$ cat config.mk
export PLATFORM = sky130hd
export DESIGN_NAME = pipe_hazard_ctrl
export DESIGN_NICKNAME = d
export VERILOG_FILES = /design/src/rtl/pipe_hazard_ctrl.sv
export SDC_FILE = /design/constraint.sdc
export NUM_CORES = 1
export LEC_CHECK = 0
export BUFFER_PORTS_ARGS = -buffer_cell sky130_fd_sc_hd__buf_2
export CAP_MARGIN = 20
export CORE_AREA = 2 2 82 84
export CTS_CLUSTER_SIZE = 28
export DETAILED_ROUTE_END_ITERATION = 7
export DIE_AREA = 0 0 84 86
export PLACE_DENSITY = 0.75
export SYNTH_ARGS = -nofsm -noshare
export SYNTH_HDL_FRONTEND = slang
export SYNTH_SLANG_ARGS = --single-unit
$ cat constraint.sdc
create_clock -name clk -period 1.7 [get_ports clk]
set_input_delay 0 -clock clk [delete_from_list [all_inputs] [get_ports clk]]
set_output_delay 0 -clock clk [all_outputs]
set_load 0.1 [all_outputs]
$ cat src/rtl/pipe_hazard_ctrl.sv
// ----------------------------------------------------------------------------
// pipe_hazard_ctrl
//
// Central stall / flush / redirect controller for a five-stage in-order
// pipeline (IF, ID, EX, MEM, WB) with a multi-cycle mul/div unit in EX.
//
// Priority of hazard sources, highest first:
//   memory wait > mul/div wait > control redirect > load-use
//
// Ports
//   clk, rst_n        : rising-edge clock, asynchronous active-low reset
//   id_rs1_idx/rs2_idx: source register indices of the ID instruction
//   id_use_rs1/rs2    : ID instruction actually reads rs1 / rs2
//   ex_rd_idx         : destination index of the EX instruction
//   ex_is_load        : EX instruction is a load with write-back
//   ex_redirect       : jal/jalr/taken branch resolved in EX
//   ex_redirect_pc    : redirect target
//   ex_md_start       : first EX cycle of a multi-cycle mul/div op
//   md_done           : mul/div result valid this cycle
//   mem_req/mem_ready : MEM-stage data access request / completion
//   if_hold, id_hold  : PC and IF/ID registers keep their value
//   ex_stall_n        : ID/EX stall_n (low loads a bubble into EX)
//   ex_flush          : ID/EX flush
//   id_flush          : zeroes the IF/ID register
//   ex_hold, mem_hold : EX/MEM and MEM/WB registers keep their value
//   wb_bubble         : MEM/WB loads a bubble
//   pc_redirect(_tgt) : PC load request and target
//   stall_cnt         : saturating count of cycles with if_hold high
// ----------------------------------------------------------------------------
module pipe_hazard_ctrl #(
    parameter int XLEN = 32
) (
    input  logic            clk,
    input  logic            rst_n,
    input  logic [4:0]      id_rs1_idx,
    input  logic [4:0]      id_rs2_idx,
    input  logic            id_use_rs1,
    input  logic            id_use_rs2,
    input  logic [4:0]      ex_rd_idx,
    input  logic            ex_is_load,
    input  logic            ex_redirect,
    input  logic [XLEN-1:0] ex_redirect_pc,
    input  logic            ex_md_start,
    input  logic            md_done,
    input  logic            mem_req,
    input  logic            mem_ready,
    output logic            if_hold,
    output logic            id_hold,
    output logic            ex_stall_n,
    output logic            ex_flush,
    output logic            id_flush,
    output logic            ex_hold,
    output logic            mem_hold,
    output logic            wb_bubble,
    output logic            pc_redirect,
    output logic [XLEN-1:0] pc_redirect_tgt,
    output logic [15:0]     stall_cnt
);

    typedef enum logic [1:0] {
        RUN     = 2'd0,
        MEMWAIT = 2'd1,
        MDWAIT  = 2'd2
    } state_t;

    state_t          state;
    state_t          state_nxt;
    logic            md_busy;       // a mul/div op is outstanding (survives MEMWAIT)
    logic            md_busy_nxt;
    logic            redir_pend;
    logic [XLEN-1:0] redir_pend_tgt;

    logic            mem_stall;
    logic            md_wait;
    logic            md_stall;
    logic            any_stall;
    logic            redirect_now;
    logic            rs1_hit;
    logic            rs2_hit;
    logic            load_use;

    // ------------------------------------------------------------------
    // Hazard detection
    // ------------------------------------------------------------------
    assign mem_stall = mem_req && !mem_ready;

    // An MD op is waited on in MDWAIT, or in MEMWAIT when one was already
    // outstanding. The md_done cycle releases; a start in the same cycle
    // is a fresh op and keeps the hold.
    assign md_wait  = (state == MDWAIT) || ((state == MEMWAIT) && md_busy);
    assign md_stall = ex_md_start || (md_wait && !md_done);

    assign any_stall = mem_stall || md_stall;

    // A pending redirect takes precedence over a fresh one so the deferred
    // target is issued exactly once.
    assign redirect_now = !any_stall && (redir_pend || ex_redirect);

    assign rs1_hit  = id_use_rs1 && (id_rs1_idx == ex_rd_idx);
    assign rs2_hit  = id_use_rs2 && (id_rs2_idx == ex_rd_idx);
    assign load_use = !any_stall && !redirect_now && ex_is_load &&
                      (ex_rd_idx != 5'd0) && (rs1_hit || rs2_hit);

    assign md_busy_nxt = ex_md_start || (md_busy && !md_done);

    always_comb begin
        state_nxt = RUN;
        if (mem_stall)
            state_nxt = MEMWAIT;
        else if (md_busy_nxt)
            state_nxt = MDWAIT;
    end

    // ------------------------------------------------------------------
    // Output decode
    // ------------------------------------------------------------------
    // NOTE: every output gets a default before the priority chain so no
    // path leaves a signal unassigned, which would infer a latch.
    always_comb begin
        if_hold         = 1'b0;
        id_hold         = 1'b0;
        ex_stall_n      = 1'b1;
        ex_flush        = 1'b0;
        id_flush        = 1'b0;
        ex_hold         = 1'b0;
        mem_hold        = 1'b0;
        wb_bubble       = 1'b0;
        pc_redirect     = 1'b0;
        pc_redirect_tgt = '0;

        if (mem_stall) begin
            if_hold   = 1'b1;
            id_hold   = 1'b1;
            ex_hold   = 1'b1;
            mem_hold  = 1'b1;
            wb_bubble = 1'b1;
        end else if (md_stall) begin
            // MEM/WB keeps flowing; EX/MEM is held on the MD op.
            if_hold = 1'b1;
            id_hold = 1'b1;
            ex_hold = 1'b1;
        end else if (redirect_now) begin
            pc_redirect     = 1'b1;
            pc_redirect_tgt = redir_pend ? redir_pend_tgt : ex_redirect_pc;
            id_flush        = 1'b1;
            ex_flush        = 1'b1;
        end else if (load_use) begin
            if_hold    = 1'b1;
            id_hold    = 1'b1;
            ex_stall_n = 1'b0;
        end
    end

    // ------------------------------------------------------------------
    // State, pending redirect and stall counter
    // ------------------------------------------------------------------
    // NOTE: sequential state uses non-blocking assignments and resets
    // asynchronously, so a reset mid-wait abandons it without a clock.
    always_ff @(posedge clk or negedge rst_n) begin
        if (!rst_n) begin
            state          <= RUN;
            md_busy        <= 1'b0;
            redir_pend     <= 1'b0;
            redir_pend_tgt <= '0;
            stall_cnt      <= '0;
        end else begin
            state   <= state_nxt;
            md_busy <= md_busy_nxt;

            // Capture the first redirect seen while EX is held; later
            // assertions by the same held instruction are ignored.
            if (any_stall && ex_redirect && !redir_pend) begin
                redir_pend     <= 1'b1;
                redir_pend_tgt <= ex_redirect_pc;
            end else if (redirect_now && redir_pend) begin
                redir_pend     <= 1'b0;
                redir_pend_tgt <= '0;
            end

            if (if_hold && (stall_cnt != 16'hFFFF))
                stall_cnt <= stall_cnt + 16'd1;
        end
    end

endmodule
==> out/metrics.cfg <==
[status]
outcome=complete, but fails checks
failed_checks=setup timing

[yosys]
yosysTopAreaCellShare_pct=49.0
netlist_top_cells_count=52 x dfrtp_1, 35 x nor2_1, 32 x a22oi_1, 32 x nand2_1, 28 x o21ai_0
yosys-top-cells-area=dfrtp_1 49%, a22oi_1 9.0%, o21ai_0 5.3%, nor2_1 4.9%, nand2_1 4.5%
synth.net_count=341
synth_seq_cells=52
syn-cell-area_um2=2660
ys_warn_count=0
synth-async-reset-ratio_pct=100
synth.most_common_cell=dfrtp_1
synth_ff_type=dfrtp_1
syn_avg_cell_area_um2=9.39
synth_area_leader_cell=dfrtp_1
yosysSeqAreaShare_pct=49.0
synth_cells=283
yosys.cell_types.count=44
synth_edf_count=0

[floorplanning]
fp-row-count=29
pin_count=114
core_area_um2=6280
start_util_pct=42.3
fp.dieArea_um2=7220
chipWidth_um=84
fp.dieH_um=86

[setup_path]
max_stage_delay_ns=0.41
path_common_cell=buf_6
cp_data_required_time_ns=1.70
path_class=register to output port
r2r_slack_ns=0
r2r_cells=7
timing.rr.start=state[1]
cp.arrival_ns=1.76
critical_path_buf_inv_count=3
slowest_stage=dfrtp_1
rr_endpoint=stall_cnt[14]
crit_chain=buf_6, nor2b_4, buf_6, a22oi_1, nor2_4, buf_12
cp_max_fo=6
critPathCaptureType=output port
path_delay_family=buffers and inverters
critPathLaunchType=register

[power]
swShare_pct=47.1
peakVddDrop_mv=0.958
leakagePower_uw=0.00207
clkPwrFrac_pct=13.8
netSwitchingPower_uw=2460
combPwrFrac_pct=53.4
total_power_uw=5220
seqPwrFrac_pct=32.8
internal_power_uw=2760
pwr_density_cell_nw_per_um2=1070

[detailed_routing]
wl_met2_mm=4.66
vias=2834
top_layer_used=met4
dr.pass1.iters=4
drtIter0Drc=108
wl_met3_um=379
m1WireLength_mm=3.52
via_per_inst=5.56
drc=0
detail-route-antenna-nets=0
wl_per_cell_um=17.0
routed_wl_mm=8.66

[timing]
skew_ns=0.00828
hold_violations=0
fin_crit_sh_pct=104
period_minus_slack_ns=1.76
setup_tns_ns=-1.20
rsz0062_at_grt=true
setup_violations=33
maxSlewViolCount=0
fin_ws_ns=-0.0607
fmax_ghz=0.568
slew_headroom_pct=66.2
worst_pin_slew_ns=0.506

[clock_tree]
cts.sinks=52
cts_max_path_buffers=2
tritoncts=yes
cts_root_buf=clkbuf_8
clkLatencyLatePin_ns=0.30
cts_buffers=5
htreeDepth=2
cts.clk_slew.worst_paths_ns=0.09

[final_layout]
final_layout_size_suffix_gt1_share_pct=57.3
instances_no_fill=510
synthToLayoutAreaGrowth_pct=83.0
n_fill_cell=386
final_nets=490
final_core_util_pct=77.5
antennaDiodeCount=0

[place]
dp.cells=476
portBuffers=113
hpwl_mm=5.81
gp_congestion=0.836

[worst_hold_path]
worstHoldEndpoint=md_busy
min_from=md_done
hold_depth=3
hp-class=primary input to register

[global_routing]
grt_max_degree=33
grt_usage_pct=24.1
grt_antenna_before_repair=0
grt_pass1_wl_mm=14.2
gr-total-overflow=0
grt_pass1_vias=2871

[flow_run]
maxCapViolCount=0

[power by group through the flow]
stage / registers [uW] / logic, uW / clock network, uW
after global placement: 1700 / 2520 / 0
final: 1710 / 2780 / 722
after detailed placement: 1720 / 2570 / 0
after global routing: 1740 / 2930 / 799
after CTS: 1700 / 2690 / 748
after floorplan: 2360 / 1190 / 0
[per-layer routing]
layer | up-vias | global-route usage (%)
met2 | 99 | 44.1
met4 | 0 | 5.87
met3 | 10 | 3.66
met5 | - | 0
li1 | 1300 | -
met1 | 1425 | 30.1
[worst register-to-register path, stage by stage (launching register included)]
cell and delay (ns):
dfrtp_1 0.39, nand3b_1 0.17, a21oi_2 0.17, nor3_4 0.07, buf_4 0.19, o21ai_4 0.11
nand4_1 0.16, mux2_4 0.33
[stage by stage]
step,worst slack (ns),hold WS [ns],instance area (um^2)
CTS,-0.0647,0.00210,4710
finish,-0.0607,0.00501,4860
floorplan,-0.317,-0.296,3060
detailed placement,-0.0876,-0.00716,4330
global placement,-0.0237,-0.0154,4330
global route,-0.152,0.0106,4860
[area by class of cell]
| type | count | area (um^2) | share of cell area, % |
|---|---|---|---|
| clock buffer | 8 | 90.1 | 1.85 |
| multi-input combinational | 206 | 1640 | 33.8 |
| sequential | 52 | 1330 | 27.4 |
| timing repair buffer | 165 | 1690 | 34.8 |
| inverter | 2 | 10.0 | 0.206 |
| tap | 77 | 96.3 | 1.98 |
[placed cells by master (no fill, tap or decap), types with 3 or more instances in the layout]
master / count
clkbuf_8: 6
buf_2: 74
nor2_4: 31
o21ai_0: 17
and3_4: 4
nand4_1: 6
a22oi_2: 5
xor2_1: 9
dlygate4sd3_1: 4
a21oi_1: 3
xnor2_1: 10
dfrtp_4: 4
dfrtp_1: 37
buf_4: 27
buf_12: 42
o21ai_1: 14
nand3_1: 5
nand2_1: 30
dfrtp_2: 11
buf_6: 14
a22oi_1: 27
[how the worst max path moves through the flow]
| stage | start | endpoint | depth (start not counted) |
|---|---|---|---|
| after floorplan | md_busy | id_flush | 7 |
| after global placement | stall_cnt[1] | stall_cnt[14] | 6 |
| after detailed placement | stall_cnt[1] | stall_cnt[15] | 6 |
| after CTS | md_busy | id_flush | 7 |
| after global routing | md_busy | pc_redirect_tgt[12] | 8 |
| final | redir_pend | pc_redirect_tgt[19] | 6 |
[state kept, by name, indices dropped and copies added (netlist names)]
signal / count
stall_cnt: 16
redir_pend: 1
md_busy: 1
redir_pend_tgt: 32
state: 2
[timing repair]
item                                   CTS  global route
endpoints found under the hold margin   23             0
hold buffers                             4             0
cloned                                   4             3
setup endpoints to repair               49            74
buffers inserted                        12             3
pin swaps                               10            13
gates resized for setup                 30            32
[logic make-up (layout without fill, tap and decap cells)]
group	after synthesis	count (layout)	synth area share (%)
buffers and inverters	25	175	4.52
AND/OR/NAND/NOR	104	104	18.9
XOR/XNOR	21	21	6.92
AO/OA/AOI/OAI	77	77	18.9
flip-flops	52	52	49.0
adder cells (fa/ha/maj)	1	1	0.471
multiplexers	3	3	1.37
No activity file was read; power rests on OpenSTA's default activity.
